**config.mk**
```make
export PLATFORM = sky130hd
export DESIGN_NAME = crc_byte_feeder
export DESIGN_NICKNAME = d
export VERILOG_FILES = /design/src/rtl/crc_pkg.sv /design/src/rtl/crc_word_fifo.sv /design/src/rtl/crc_byte_feeder.sv
export SDC_FILE = /design/constraint.sdc
export NUM_CORES = 1
export LEC_CHECK = 0
export CAP_MARGIN = 20
export CELL_PAD_IN_SITES_DETAIL_PLACEMENT = 0
export CELL_PAD_IN_SITES_GLOBAL_PLACEMENT = 1
export CORE_MARGIN = 2
export CORE_UTILIZATION = 35
export DETAILED_ROUTE_END_ITERATION = 7
export PLACE_DENSITY = 0.68
export SYNTH_ARGS = -nofsm -noshare
export SYNTH_HDL_FRONTEND = slang
export SYNTH_SLANG_ARGS = --single-unit
```
**constraint.sdc**
```tcl
create_clock -name clk -period 2.4 [get_ports clk]
set_input_delay 0.24 -clock clk [delete_from_list [all_inputs] [get_ports clk]]
set_output_delay 0.24 -clock clk [all_outputs]
set_load 0.01 [all_outputs]
```
**src/rtl/crc_pkg.sv**
```systemverilog
// crc_pkg: shared FSM state, FIFO entry type, default depth and byte-lane select for the CRC byte feeder
package crc_pkg;

    localparam int FIFO_DEPTH_DEF = 4;

    typedef enum logic [2:0] {IDLE, LOAD, ISSUE, WAIT, RESULT} state_t;

    typedef struct packed {
        logic [31:0] data;
        logic [1:0]  nbytes;
        logic        last;
    } entry_t;

    // In MSB-first order, lane idx maps to byte 3-idx, which is ~idx on two bits.
    function automatic logic [7:0] pick_byte(input logic [31:0] data, input logic [1:0] idx, input logic msb_first);
        logic [1:0] lane;
        lane = msb_first ? ~idx : idx;
        return data[{lane, 3'b000} +: 8];
    endfunction

endpackage

```
**src/rtl/crc_word_fifo.sv**
```systemverilog
// crc_word_fifo: synchronous FIFO of crc_pkg entries
//   clk, rst          clock, synchronous active-high reset
//   push, push_data   write request and entry; ignored while full
//   pop               read request; ignored while empty
//   head              entry at the read pointer (valid when !empty)
//   full, empty       occupancy flags
//   level             entries currently held (0..DEPTH)
module crc_word_fifo
    import crc_pkg::*;
#(
    parameter int DEPTH = FIFO_DEPTH_DEF
) (
    input  logic       clk,
    input  logic       rst,
    input  logic       push,
    input  entry_t     push_data,
    input  logic       pop,
    output entry_t     head,
    output logic       full,
    output logic       empty,
    output logic [3:0] level
);

    localparam int AW = (DEPTH > 1) ? $clog2(DEPTH) : 1;

    entry_t        mem [DEPTH];
    logic [AW-1:0] wr_ptr;
    logic [AW-1:0] rd_ptr;
    logic          do_push;
    logic          do_pop;

    assign full    = level == 4'(DEPTH);
    assign empty   = level == 4'd0;
    assign do_push = push && !full;
    assign do_pop  = pop && !empty;
    assign head    = mem[rd_ptr];

    // DEPTH is a power of two, so the pointers wrap by plain overflow.
    always_ff @(posedge clk) begin
        if (rst) begin
            wr_ptr <= '0;
            rd_ptr <= '0;
            level  <= 4'd0;
        end else begin
            if (do_push) begin
                mem[wr_ptr] <= push_data;
                wr_ptr      <= wr_ptr + 1'b1;
            end
            if (do_pop)
                rd_ptr <= rd_ptr + 1'b1;
            level <= level + 4'(do_push) - 4'(do_pop);
        end
    end

endmodule

```
**src/rtl/crc_byte_feeder.sv**
```systemverilog
// crc_byte_feeder: buffers host words and feeds them byte by byte to a CRC engine
//   clk, rst                          clock, synchronous active-high reset
//   wr_valid/wr_ready                 host word handshake
//   wr_data, wr_nbytes, wr_last       word, valid bytes minus one, end of message
//   byte_msb_first                    byte order, sampled when a word is loaded
//   crc_byte, crc_trigger             byte and one-cycle start pulse to the engine
//   crc_busy, crc_done_pulse          engine status and byte-complete pulse
//   data_done                         one-cycle engine re-init after the result is read
//   result_valid, result_ack          message complete / host has read the result
//   fifo_level, byte_count            buffered words, bytes fed since last data_done
module crc_byte_feeder
    import crc_pkg::*;
#(
    parameter int FIFO_DEPTH = FIFO_DEPTH_DEF
) (
    input  logic        clk,
    input  logic        rst,
    input  logic        wr_valid,
    input  logic [31:0] wr_data,
    input  logic [1:0]  wr_nbytes,
    input  logic        wr_last,
    output logic        wr_ready,
    input  logic        byte_msb_first,
    output logic [7:0]  crc_byte,
    output logic        crc_trigger,
    input  logic        crc_busy,
    input  logic        crc_done_pulse,
    output logic        data_done,
    output logic        result_valid,
    input  logic        result_ack,
    output logic [3:0]  fifo_level,
    output logic [15:0] byte_count
);

    state_t     state;
    entry_t     wr_entry;
    entry_t     head;
    entry_t     hold;
    logic [1:0] idx;
    logic       msb;
    logic       full;
    logic       empty;

    assign wr_entry = '{data: wr_data, nbytes: wr_nbytes, last: wr_last};
    assign wr_ready = !full;

    crc_word_fifo #(.DEPTH(FIFO_DEPTH)) u_fifo (
        .clk       (clk),
        .rst       (rst),
        .push      (wr_valid),
        .push_data (wr_entry),
        .pop       (state == LOAD),
        .head      (head),
        .full      (full),
        .empty     (empty),
        .level     (fifo_level)
    );

    // Trigger and byte are registered on the transition into ISSUE, so the
    // trigger is high exactly during ISSUE and crc_byte is held until the
    // next ISSUE. A new ISSUE is only entered from LOAD or on a done pulse,
    // which keeps triggers off a busy engine. crc_busy itself is not consulted;
    // the engine is expected to drop it together with crc_done_pulse.
    always_ff @(posedge clk) begin
        if (rst) begin
            state        <= IDLE;
            hold         <= '0;
            idx          <= 2'd0;
            msb          <= 1'b0;
            crc_byte     <= 8'h00;
            crc_trigger  <= 1'b0;
            data_done    <= 1'b0;
            result_valid <= 1'b0;
            byte_count   <= 16'd0;
        end else begin
            crc_trigger <= 1'b0;
            data_done   <= 1'b0;
            case (state)
                IDLE: state <= empty ? IDLE : LOAD;
                LOAD: begin
                    hold        <= head;
                    idx         <= 2'd0;
                    msb         <= byte_msb_first;
                    crc_byte    <= pick_byte(head.data, 2'd0, byte_msb_first);
                    crc_trigger <= 1'b1;
                    state       <= ISSUE;
                end
                ISSUE: state <= WAIT;
                WAIT: if (crc_done_pulse) begin
                    byte_count <= byte_count + 16'd1;
                    if (idx != hold.nbytes) begin
                        idx         <= idx + 2'd1;
                        crc_byte    <= pick_byte(hold.data, idx + 2'd1, msb);
                        crc_trigger <= 1'b1;
                        state       <= ISSUE;
                    end else if (hold.last) begin
                        result_valid <= 1'b1;
                        state        <= RESULT;
                    end else begin
                        state <= empty ? IDLE : LOAD;
                    end
                end
                RESULT: if (result_ack) begin
                    result_valid <= 1'b0;
                    data_done    <= 1'b1;
                    byte_count   <= 16'd0;
                    state        <= IDLE;
                end
                default: state <= IDLE;
            endcase
        end
    end

endmodule

```
[After elaboration in Yosys (flattened, before gate mapping)]
Memories as Yosys holds them, arrays and structs flattened. A register that Yosys moved wholly into a read port is not among the register bits.
Index checks and enable logic that the tools add are counted.
Cells by class
  $add $sub $neg: 6
  equal/unequal tests: 11
  shift operators: 2
  muxes and demuxes: 31
  bitwise operators: 2
  reductions and logical operators: 13
Operators by type and width (number)
  32-bit by 6-bit indexed part select with 8-bit output: 2
  16-bit two-way mux: 2
  16-bit one-hot mux with 2 select lines: 1
  16-bit by 1-bit adder with 16-bit output (second input constant): 1
  8-bit two-way mux: 2
  8-bit one-hot mux with 2 select lines: 1
  3-bit one-hot mux with 5 select lines: 1
  2-bit two-way mux: 6
  3-bit two-way mux: 4
  1-bit two-way mux: 11
  2-bit != test (second input constant): 5
  2-bit by 1-bit adder with 2-bit output (second input constant): 3
  3-bit by 2-bit equality test with 1-bit output (second input constant): 2
  3-bit AND reduction: 2
  5-bit AND reduction: 1
  4-bit by 1-bit adder with 4-bit output: 1
  4-bit by 3-bit equality test with 1-bit output (second input constant): 1
  4-bit logical NOT: 1
  1-bit one-hot mux with 2 select lines: 2
  2-bit one-hot mux with 2 select lines: 1
  2-bit nonzero test: 2
  4-bit by 1-bit subtractor with 4-bit output: 1
  3-bit by 1-bit equality test with 1-bit output (second input constant): 1
  3-bit equality test (second input constant): 1
  other kinds (8): 10
Word-level totals
  register bits after elaboration: 76
  memory bits (writable): 140
  input bits: 42
  output and inout port bits: 32
  word-level logic and storage cells: 80
  memories kept: 1
Memory list
  u_fifo.mem: depth 4, bits a word 35, read ports 1, clocked after Yosys merged registers in 1, write ports 1, line crc_word_fifo.sv:26  | entry_t mem [DEPTH];

[Logic depth before layout (Yosys ltp)]
  word-level depth: 7
  depth in mapped cells: 11

[By module]
A second synthesis with hierarchy kept.
Unflattened totals
  cell total of the unflattened synthesis: 598
  area, all modules: 8823.5 um^2
Modules (own cells, without submodules)
  crc_word_fifo: times used 1, cells an instance 246, area an instance 5716.7 um^2, sequential area each 4404.2 um^2
  crc_byte_feeder: times used 1, cells an instance 352, area an instance 3106.7 um^2, sequential area each 1361.3 um^2

[Worst setup path after synthesis]
OpenSTA, ideal clock, no wires.
  path kind: register to register
  start: reg state[1]
  end: reg u_fifo.level[1]
  library setup time: 0.128 ns
  arrival: 2.284 ns
  required time: 2.272 ns
  path slack: -0.012 ns
  cell stages (with the launch flop): 10
  buffers on the path: 2
  clock period less this slack: 2.412 ns
  cell sequence: dfxtp_1 buf_2 or3b_2 buf_2 a21oi_1 ha_1 inv_1 ha_1 fa_1 nor2b_1
Between the ends
  cells in the longest elaborated chain, start to end: 3
Ends and longest elaborated chain
  start, declared: line crc_byte_feeder.sv:35  | state_t state;
  start signal, assigned: line crc_byte_feeder.sv:79  | IDLE: state <= empty ? IDLE : LOAD;
  start signal, assigned: line crc_byte_feeder.sv:100  | state <= empty ? IDLE : LOAD;
  3-bit by 1-bit equality test with 1-bit output: line crc_byte_feeder.sv:52  | .pop (state == LOAD),
  1-bit logical AND: line crc_word_fifo.sv:35  | assign do_pop = pop && !empty;
  named net u_fifo.do_pop: line crc_word_fifo.sv:30  | logic do_pop;
  4-bit by 1-bit subtractor with 4-bit output: line crc_word_fifo.sv:51  | level <= level + 4'(do_push) - 4'(do_pop);
  end signal, assigned: line crc_word_fifo.sv:51
  end, declared: line crc_word_fifo.sv:21  | output logic [3:0] level
The timed path passes the listed nets, and every way through them passes these cells.
A chain may end at the register's enable or synchronous reset.

[Worst setup path in the final report]
  start: reg state[1]
  end: reg u_fifo.level[3]
The elaborated chain is that of the path after synthesis.

==> results.cfg <==
[status]
status = completed

[timing]
max_freq_mhz = 471
fin_crit_sh_pct = 88.4
finalHoldViolCount = 0
tightest_slew_ns = 0.594
min_period_ns = 2.12
grt_setup_unrepaired = no
final_max_slew_viol_count = 0
setup_viol_count_final = 0
finalWorstSetupSlack_ns = 0.278
setup_tns_ns = 0
fin_skew_ns = 0.0262
max_slew_margin_pct = 60.2

[clock_tree]
cts.sinks = 218
cts_root_buffer = clkbuf_16
clock_tree.buffer_depth = 3
cts_tree = yes
post_cts_buffers = 0
post_cts_resized = 0
clk_pin_slew_ns = 0.06
worst_skew_pair.late_latency_ns = 0.53
htreeDepth = 1
cts_buffers = 24
cts-hold-fix-buffers = 0

[yosys]
synth_top_area_cell = edfxtp_1
yosys-top-cells-area = edfxtp_1 49%, dfxtp_1 18%, mux4_2 8.5%
synth_cell_types = 43
synth_top_area_share_pct = 49.3
syn_inst = 582
synth_edf_count = 140
synth_ff_type = edfxtp_1
synth_nets = 636
synthArstFlopShare_pct = 0
yosysWarnings = 0
ys_seq_area_share_pct = 67.6
syn-mean-instance-area_um2 = 14.6
synth-seq-cells = 218
mappedNetlistArea_um2 = 8520

[final_layout]
area_delta_synth_final_pct = 23.5
antenna_cells = 0
final_nets = 724
drive_gt1_share_pct = 14.4
finalCoreUtilization_pct = 43.7

[floorplan]
dieArea_um2 = 25600
start_util_pct = 35.4
die_h_um = 160
core.rowCount = 57
io_pins = 74
core_area_um2 = 24100
die_x_um = 160

[worst_hold_path]
min_path_type = in2reg
worstHoldPathCells = 2
hold_end = u_fifo.rd_ptr[0]$_SDFFE_PP0P_
worstHoldStart = rst

[detailed_routing]
wl_um = 17100
first_pass_iters = 4
via_per_inst = 4.87
num_vias = 4931
drtAntennaViolNets = 0
wl_per_cell_um = 16.9
drc_errors = 0
first_iter_violations = 325

[global_route]
grt_pass1_vias = 5236
grt_use_total_pct = 13.6
antenna_found_initial = 0
grt_overflow = 0
grt_start_max_net_pins = 37
grt_pass1_wl_um = 27800

[setup_path]
slowest_delay_ns = 0.49
cp_slowest_cell = or3b_2
worstPathArrival_ns = 2.51
cp_num_buf_inv = 1
cp_cell_sequence = or3b_2, a21oi_2, ha_1, inv_1, ha_1, a21o_1, a21oi_1, xnor2_1, nor2_1
critPathLaunch = state[1]$_SDFFE_PP0P_
r2r-start = state[1]$_SDFFE_PP0P_
end_kind = flop
reg2reg_to = u_fifo.level[3]$_SDFF_PP0_
path_delay_family = simple AND/OR/NAND/NOR gates
r2r_slack_ns = 0.28
crit_type = reg2reg
reg2regPathDepth = 9
crit_required_ns = 2.79
critPathMaxFanout = 2
cp_common_cell = ha_1
start_kind = flop

[placed_design]
routabilityCongestion = 0.725
pre_cts_slack_ns = 0.295
dp_hpwl_um = 10900
port_buffers = 72

[power]
irDropWorstVdd_mv = 0.591
p_leak_nw = 3.52
p_total_mw = 10.5
p_per_area_nw_per_um2 = 997

[job]
drv_cap = 0
## worst max-delay path by stage
stage	end	cells past startpoint	slack [ns]
3_3_place_gp	u_fifo.level[3]$_SDFF_PP0_	9	0.34
3_5_place_dp	u_fifo.level[1]$_SDFF_PP0_	7	0.30
6_report	u_fifo.level[3]$_SDFF_PP0_	9	0.28
2_1_floorplan	u_fifo.level[1]$_SDFF_PP0_	9	0.07
4_1_cts	u_fifo.level[3]$_SDFF_PP0_	9	0.27
5_1_grt	u_fifo.level[3]$_SDFF_PP0_	9	0.13
## worst reg2reg max path, stage by stage, from the launching register on
cell     delay (ns)
dfxtp_1        0.31
or3b_2         0.49
a21oi_2        0.15
ha_1           0.16
inv_1          0.06
ha_1           0.27
a21o_1         0.18
a21oi_1        0.18
xnor2_1        0.13
nor2_1         0.05
## cell families after synthesis
group	after synthesis	synth area share [%]
AO/OA/AOI/OAI	78	5.11
XOR/XNOR	19	1.95
adder cells (fa/ha/maj)	12	1.85
buffers and inverters	44	2.17
flip-flops	218	67.6
multiplexers	54	13.2
AND/OR/NAND/NOR	157	8.10
## cell usage after synthesis (all sizes together), types with 3 or more instances
master / number
nor3: 5
a22o: 8
dfxtp: 78
xnor2: 11
nand3: 5
nor2b: 4
mux2: 3
o21ai: 16
nand2: 90
a31oi: 4
and2: 4
nor2: 31
xor2: 8
buf: 12
inv: 14
mux4: 43
or3: 4
mux2i: 8
ha: 11
edfxtp: 140
a21oi: 46
clkbuf: 18
## placed cells by master, fill, tap and decap left out, types with 3 or more instances in the layout
cell type,Yosys,final
clkdlybuf4s50_1,0,71
xnor2_1,11,11
o21ai_0,15,15
mux4_2,32,32
mux4_1,11,11
buf_4,1,16
buf_12,0,4
mux2i_1,8,8
xor2_1,8,8
nand2_1,90,90
inv_1,14,14
bufinv_16,0,3
dfxtp_1,78,77
a31oi_1,4,4
nand3_1,5,5
nor2b_1,4,4
nor2_1,30,29
a22o_1,8,8
clkinv_2,0,4
or3_1,4,4
and2_1,4,4
clkbuf_1,18,7
a21oi_1,46,45
ha_1,11,11
mux2_2,3,3
edfxtp_1,140,140
clkbuf_16,0,24
nor3_1,5,5
## stage by stage
stage                     hold WS (ns)  instances  cell area, um2
after CTS                        0.130       1012           10500
final                            0.158       1012           10500
after detailed placement         0.443        968            9720
after global routing             0.171       1012           10500
after floorplan                  0.339        582            8530
after global placement           0.439        968            9720
## power breakdown
group	total (mW)	switching [mW]	internal, mW
logic	2.21	1.15	1.06
registers	4.60	0.197	4.41
clock network	3.68	1.47	2.21
total	10.5	2.82	7.68
## per-layer routing
metal	GRT usage (%)	vias up	wire, um
met5	0	-	0
met1	17.5	2480	7550
li1	-	2335	-
met2	23.5	87	8460
met3	2.70	29	663
met4	3.64	0	449
## registers in the layout, summed over array words and instances (netlist names), named ones only
name and flops:
data_done 1, hold 35, crc_trigger 1, result_valid 1
u_fifo.level 4, idx 2, crc_byte 8, byte_count 16
u_fifo.wr_ptr 2, state 3, u_fifo.rd_ptr 2, u_fifo.mem 140
msb 1
## area by class of cell
cell class	count	area [um2]
fill	2245	13600
sequential	218	5770
multi-input combinational	320	2580
timing repair buffer	92	916
clock buffer	32	641
tap	324	405
clock inverter	12	163
inverter	14	52.6
Note: power is estimated with default switching activity, not from simulation.
==> patch 1 (same settings) <==
The package constant `FIFO_DEPTH_DEF` goes from 4 to 8.
--- a/src/rtl/crc_pkg.sv
+++ b/src/rtl/crc_pkg.sv
@@ -2,5 +2,5 @@
 package crc_pkg;
 
-    localparam int FIFO_DEPTH_DEF = 4;
+    localparam int FIFO_DEPTH_DEF = 8;
 
     typedef enum logic [2:0] {IDLE, LOAD, ISSUE, WAIT, RESULT} state_t;
Function: changed (Yosys sat finds a counterexample within 10 cycles, from zero or initial values and one cycle with rst high).
==> patch 1 against the original RTL <==
  * Synthesized cell count up 46%
  * Via count up 53%
  * Sequential cell count up 143
  * Combinational power up 41%
  * Largest power group unchanged
  * Total power up 54%
  * Final area up 62%
  * Critical endpoint is now wr_ready
  * Non-clock buffer count up 12
  * Routed wire length up 74%
  * Core utilization down 1.0 points
  * Area after synthesis up 67%
  * Setup slack worse by 0.18 ns
  * Count of clock-buffer cells in the layout up 18
==> patch 1: results (changes against the original RTL) <==
The tools report the total routing resource utilization after global routing as 14.4% (was 13.6%). For the pre-CTS worst setup slack, the log shows 0.156 ns (was 0.295 ns). The number of port buffers is 72 (unchanged), and the number of DRC markers in iteration 0 is 616 (was 325).

The top flip-flop cell by instance count after synthesis was edfxtp_1 (unchanged). The number of instances resized during post-cts repair was 0 (unchanged). The logs give 995 (was 724) for the net count of the finished layout and 2 (was 1) for the depth of the CTS H-tree.

For the placed cell area, the log shows 15900 sq um (was 9720 sq um). The maximum single-stage delay on the critical path is 0.52 ns (was 0.49 ns), and the total inserted antenna cells is 0 (unchanged). The average wire length per cell after detail routing works out to 19.9 microns (was 16.9 microns).

The number of nets produced by synthesis is 899 (was 636). The run gives 4 (unchanged) as the iteration count of the initial detailed-routing pass. The via density per instance works out to 5.05 (was 4.87). The worst-margin pin slew came out at 0.689 ns (was 0.594 ns).

Commonest cells in the synthesized netlist: 280 x edfxtp_1, 81 x dfxtp_1, 62 x mux4_2 (was 140 x edfxtp_1, 90 x nand2_1, 78 x dfxtp_1). Class of the worst hold path: input port to flip-flop (unchanged). The filler cell count in the final layout came out at 3536 (was 2245). The logs give 0 (unchanged) for the warning count from the yosys run and 0.00425 W (was 0.00282 W) for the net switching power of the design. The leakage power summed over all cells was 5.32 nW (was 3.52 nW); the proportion of register bits with asynchronous set or reset after synthesis was 0% (unchanged). The clock transition at the registers of the reported paths came out at 0.06 ns (about the same).

The peak ir drop on the vdd network came out at 0.472 mV (was 0.591 mV). The maximum net fanout on the critical path is 5 (was 2), and the clock latency on the worst-skew pair is 0.54 ns. The logs give 70.6% (was 67.6%) for the sequential element share of the synthesized area and 0.0208 ns (was 0.0262 ns) for the final setup skew.

The setup fix buffers added after clock tree synthesis came out at 0 (unchanged). The run gives 37 (unchanged) as the pin count of the biggest net entering global routing. The run finished with clean final reports.

The number of maximum-capacitance constraint violations is 0 (unchanged). The half-perimeter wire length after detailed placement is 17800 microns (was 10900 microns). Registers with the highest flip-flop counts: u_fifo.mem: 280 flops, hold: 35 flops, byte_count: 16 flops (was u_fifo.mem: 140 flops, hold: 35 flops, byte_count: 16 flops). The logs give 0 (unchanged) for the global-route congestion overflow total and 38 (was 24) for the total CTS buffers. The initial antenna violation count was 0 (unchanged). The clock tree root buffer cell is clkbuf_16 (unchanged). For the number of unique standard cell types used by synthesis, the log shows 56 (was 43). Area contributors post-synth: edfxtp_1 59%, dfxtp_1 11%, mux4_2 9.8% (was edfxtp_1 49%, dfxtp_1 18%, mux4_2 8.5%). The ratio of cells with drive above 1 in the final layout was 20.1% (was 14.4%). The highest-delay cell along the critical path was or3b_2 (unchanged). The tools report the wire length of the first global-routing pass as 45800 microns (was 27800 microns).

The number of synthesized flops with an enable pin came out at 280 (was 140). The buffer levels on the longest clock path is 3 (unchanged), and the placer's final routability congestion estimate is 0.739 (was 0.725).
patch 1: layer usage:
layer / vias up / wire length, microns / track usage, %
met5: - / 0 / 0
met4: 0 / 474 / 3.42
met1: 3818 / 13700 / 20.2
met2: 149 / 14300 / 23.4
li1: 3543 / - / -
met3: 43 / 1260 / 2.71
patch 1: cells by family after synthesis:
family / count (synthesis) / share of synthesized area, %
adder cells (fa/ha/maj): 10 / 0.934
multiplexers: 122 / 14.3
XOR/XNOR: 16 / 1.04
buffers and inverters: 70 / 2.26
AND/OR/NAND/NOR: 142 / 5.36
AO/OA/AOI/OAI: 126 / 5.52
flip-flops: 361 / 70.6
patch 1: power groups by stage:
stage | Sequential [W] | Clock [W] | Combinational, W
finish | 0.00759 | 0.00543 | 0.00311
global route | 0.00766 | 0.00583 | 0.00344
CTS | 0.00761 | 0.00559 | 0.00317
detailed placement | 0.00774 | 0 | 0.00315
global placement | 0.00773 | 0 | 0.00313
floorplan | 0.00757 | 0 | 0.00227
patch 1: worst paths after layout:
check                        from              end  slack (ns)  cells past startpoint
hold reg to reg      result_valid     result_valid        0.45                      2
setup reg to reg  u_fifo.level[3]  u_fifo.level[2]        0.19                     12
hold / removal                rst  u_fifo.level[1]        0.39                      3
setup / recovery  u_fifo.level[2]         wr_ready        0.09                      4
patch 1: critical path, delay by kind of cell (launching register included):
family                     cells  cell delay [ns]
adders and majority gates      1             0.13
DFF                            1             0.32
and+or+nand+nor                1             0.52
buffers and inverters          2             0.57
patch 1: area by class of cell:
class	instances	area, sq um	share of cell area (%)
inverter	22	82.6	0.485
clock buffer	50	1020	5.98
tap	525	657	3.86
sequential	361	10000	59.0
multi-input combinational	416	3970	23.3
timing repair buffer	104	1120	6.57
clock inverter	19	128	0.750
patch 1: through the flow:
stage               setup TNS (ns)  cells  utilization, %  total power [W]  hold WS, ns
finish                           0   1497            42.6           0.0161        0.387
floorplan                  -102.01    847               -          0.00984        0.339
global route                     0   1497            42.6           0.0169        0.420
detailed placement               0   1428            39.8           0.0109        0.445
global placement                 0   1428            39.8           0.0109        0.435
CTS                              0   1497            42.6           0.0164        0.381
==> patch 2 (config.mk and constraints unchanged) <==
Made on the original files. Encoding of `state_t`: now Gray code (3 bits for 5 states).
--- a/src/rtl/crc_pkg.sv
+++ b/src/rtl/crc_pkg.sv
@@ -4,5 +4,5 @@
     localparam int FIFO_DEPTH_DEF = 4;
 
-    typedef enum logic [2:0] {IDLE, LOAD, ISSUE, WAIT, RESULT} state_t;
+    typedef enum logic [2:0] {IDLE = 3'b000, LOAD = 3'b001, ISSUE = 3'b011, WAIT = 3'b010, RESULT = 3'b110} state_t;
 
     typedef struct packed {
Function: no difference found for any inputs over 10 cycles, from zero or initial values and one cycle with rst high; not proved beyond that.
==> patch 2 against the original RTL <==
  * Area after synthesis increased by 1.3%
  * Total power increased by 1.3%
  * Routed wire length increased by 4.2%
  * Setup slack got worse by 0.14 ns
  * Sequential cell count unchanged
  * Register-to-register slack got worse by 0.06 ns
  * Synthesized cell count increased by 1.9%
  * Final area increased by 0.34%
==> patch 2: results (changes against the original RTL) <==
The flow ran to the end, and the final reports show no timing, DRC or antenna violations. The tools report the logic gate share of total power as 23.8% (was 21.1%). The total detailed-routing wirelength was 17800 microns (was 17100 microns); the number of unique standard cell types used by synthesis was 46 (was 43).

The number of logic inverters in the finished layout was 13 (was 14). For the multi-input combinational gate total, the log shows 330 (was 320). The run gives 9810 sq um (was 9720 sq um) as the placed cell area. The via count of the first global-routing pass is 5334 (was 5236). The parity-gate share of the synthesized area counting xor and xnor cells came out at 1.71% (was 1.95%).

Area contributors post-synth: edfxtp_1 49%, dfxtp_1 18%, mux4_2 11% (was edfxtp_1 49%, dfxtp_1 18%, mux4_2 8.5%). The number of cells in the design after placement is 974 (was 968), and the via density per instance is 4.97 (was 4.87). The synthesized area per cell works out to 14.6 sq um (about the same). The run gives 3.45 nW (was 3.52 nW) as the leakage power summed over all cells. The relative area change from synthesis to final layout was 22.3% (was 23.5%); the placer's final routability congestion estimate was 0.753 (was 0.725). The switching part of the total power is 27.7% (was 26.9%). Capturing point of the worst reg2reg path: u_fifo.level[2] (was u_fifo.level[3]).

The tools report the number of nets produced by synthesis as 647 (was 636). The layout buffering overhead excluding clock cells is 8.46% (was 8.70%). The maximum net fanout on the critical path was 3 (was 2); the peak ir drop on the vdd network was 0.599 mV (was 0.591 mV).

The sum of routed wire segments on met1 is 7700 microns (was 7550 microns). For the met2 usage, the log shows 25.0% (was 23.5%). The net count of the finished layout is 730 (was 724), and the adder and majority cell fraction of the synthesized area is 1.83% (was 1.85%).

The number of cells traversed by the worst hold path came out at 4 (was 2). The share of the synthesized area in compound gates (AO/OA/AOI/OAI) is 5.98% (was 5.11%). The logs give 55 (was 37) for the pin count of the biggest net entering global routing and 2700 sq um (was 2580 sq um) for the multi-input gate area in the final layout. For the total power consumption of the routed design, the log shows 0.0106 W (was 0.0105 W). The total routing resource utilization after global routing was 14.0% (was 13.6%); the register-to-register setup slack was 0.22 ns (was 0.28 ns).

Last element of the critical path: wr_ready (was u_fifo.level[3]). The fraction of synthesized area in multiplexers was 13.3% (was 13.2%). The filler cell count in the final layout is 2182 (was 2245). The worst-margin pin slew came out at 0.720 ns (was 0.594 ns). For the wire length of the first global-routing pass, the log shows 29000 microns (was 27800 microns).

The run gives 11000 microns (was 10900 microns) as the half-perimeter wire length after detailed placement. The clock group share of total power is 32.3% (was 35.1%), and the layout clock buffer count is 34 (was 32). The hold path endpoint is state[1] (was u_fifo.rd_ptr[0]). The run gives 17.8% (was 17.5%) as the met1 layer usage reported by global route.
[patch 2: cell count changes after synthesis, moves of 5 or more]
cell,before,now
o31ai_1,0,13
mux4_1,11,0
nor2_1,30,20
nand2_1,90,82
a21oi_1,46,58
o21a_1,0,5
or4_1,0,5
xor2_1,8,3
mux2_2,3,8
a22o_1,8,0
mux4_2,32,43
o21ai_0,15,6
[patch 2: through the flow]
step	setup WS [ns]	hold WS, ns
after floorplan	0.0413	0.339
after global placement	0.157	0.441
after detailed placement	0.0961	0.448
after CTS	0.101	0.283
after global routing	0.0428	0.306
final	0.133	0.302
[patch 2: cells by family after synthesis]
| kind of cell | Yosys count |
|---|---|
| and+or+nand+nor | 153 |
| buffers and inverters | 45 |
| DFF | 218 |
| adders and majority gates | 12 |
| muxes | 60 |
| AOI/OAI and AO/OA | 89 |
| xor gates and xnor gates | 16 |
[patch 2: worst max-delay path: stages, from the launching register on]
cell and delay, ns:
dfxtp_1 0.31, inv_1 0.08, ha_1 0.14, or3b_2 0.49, clkdlybuf4s50_1 0.50
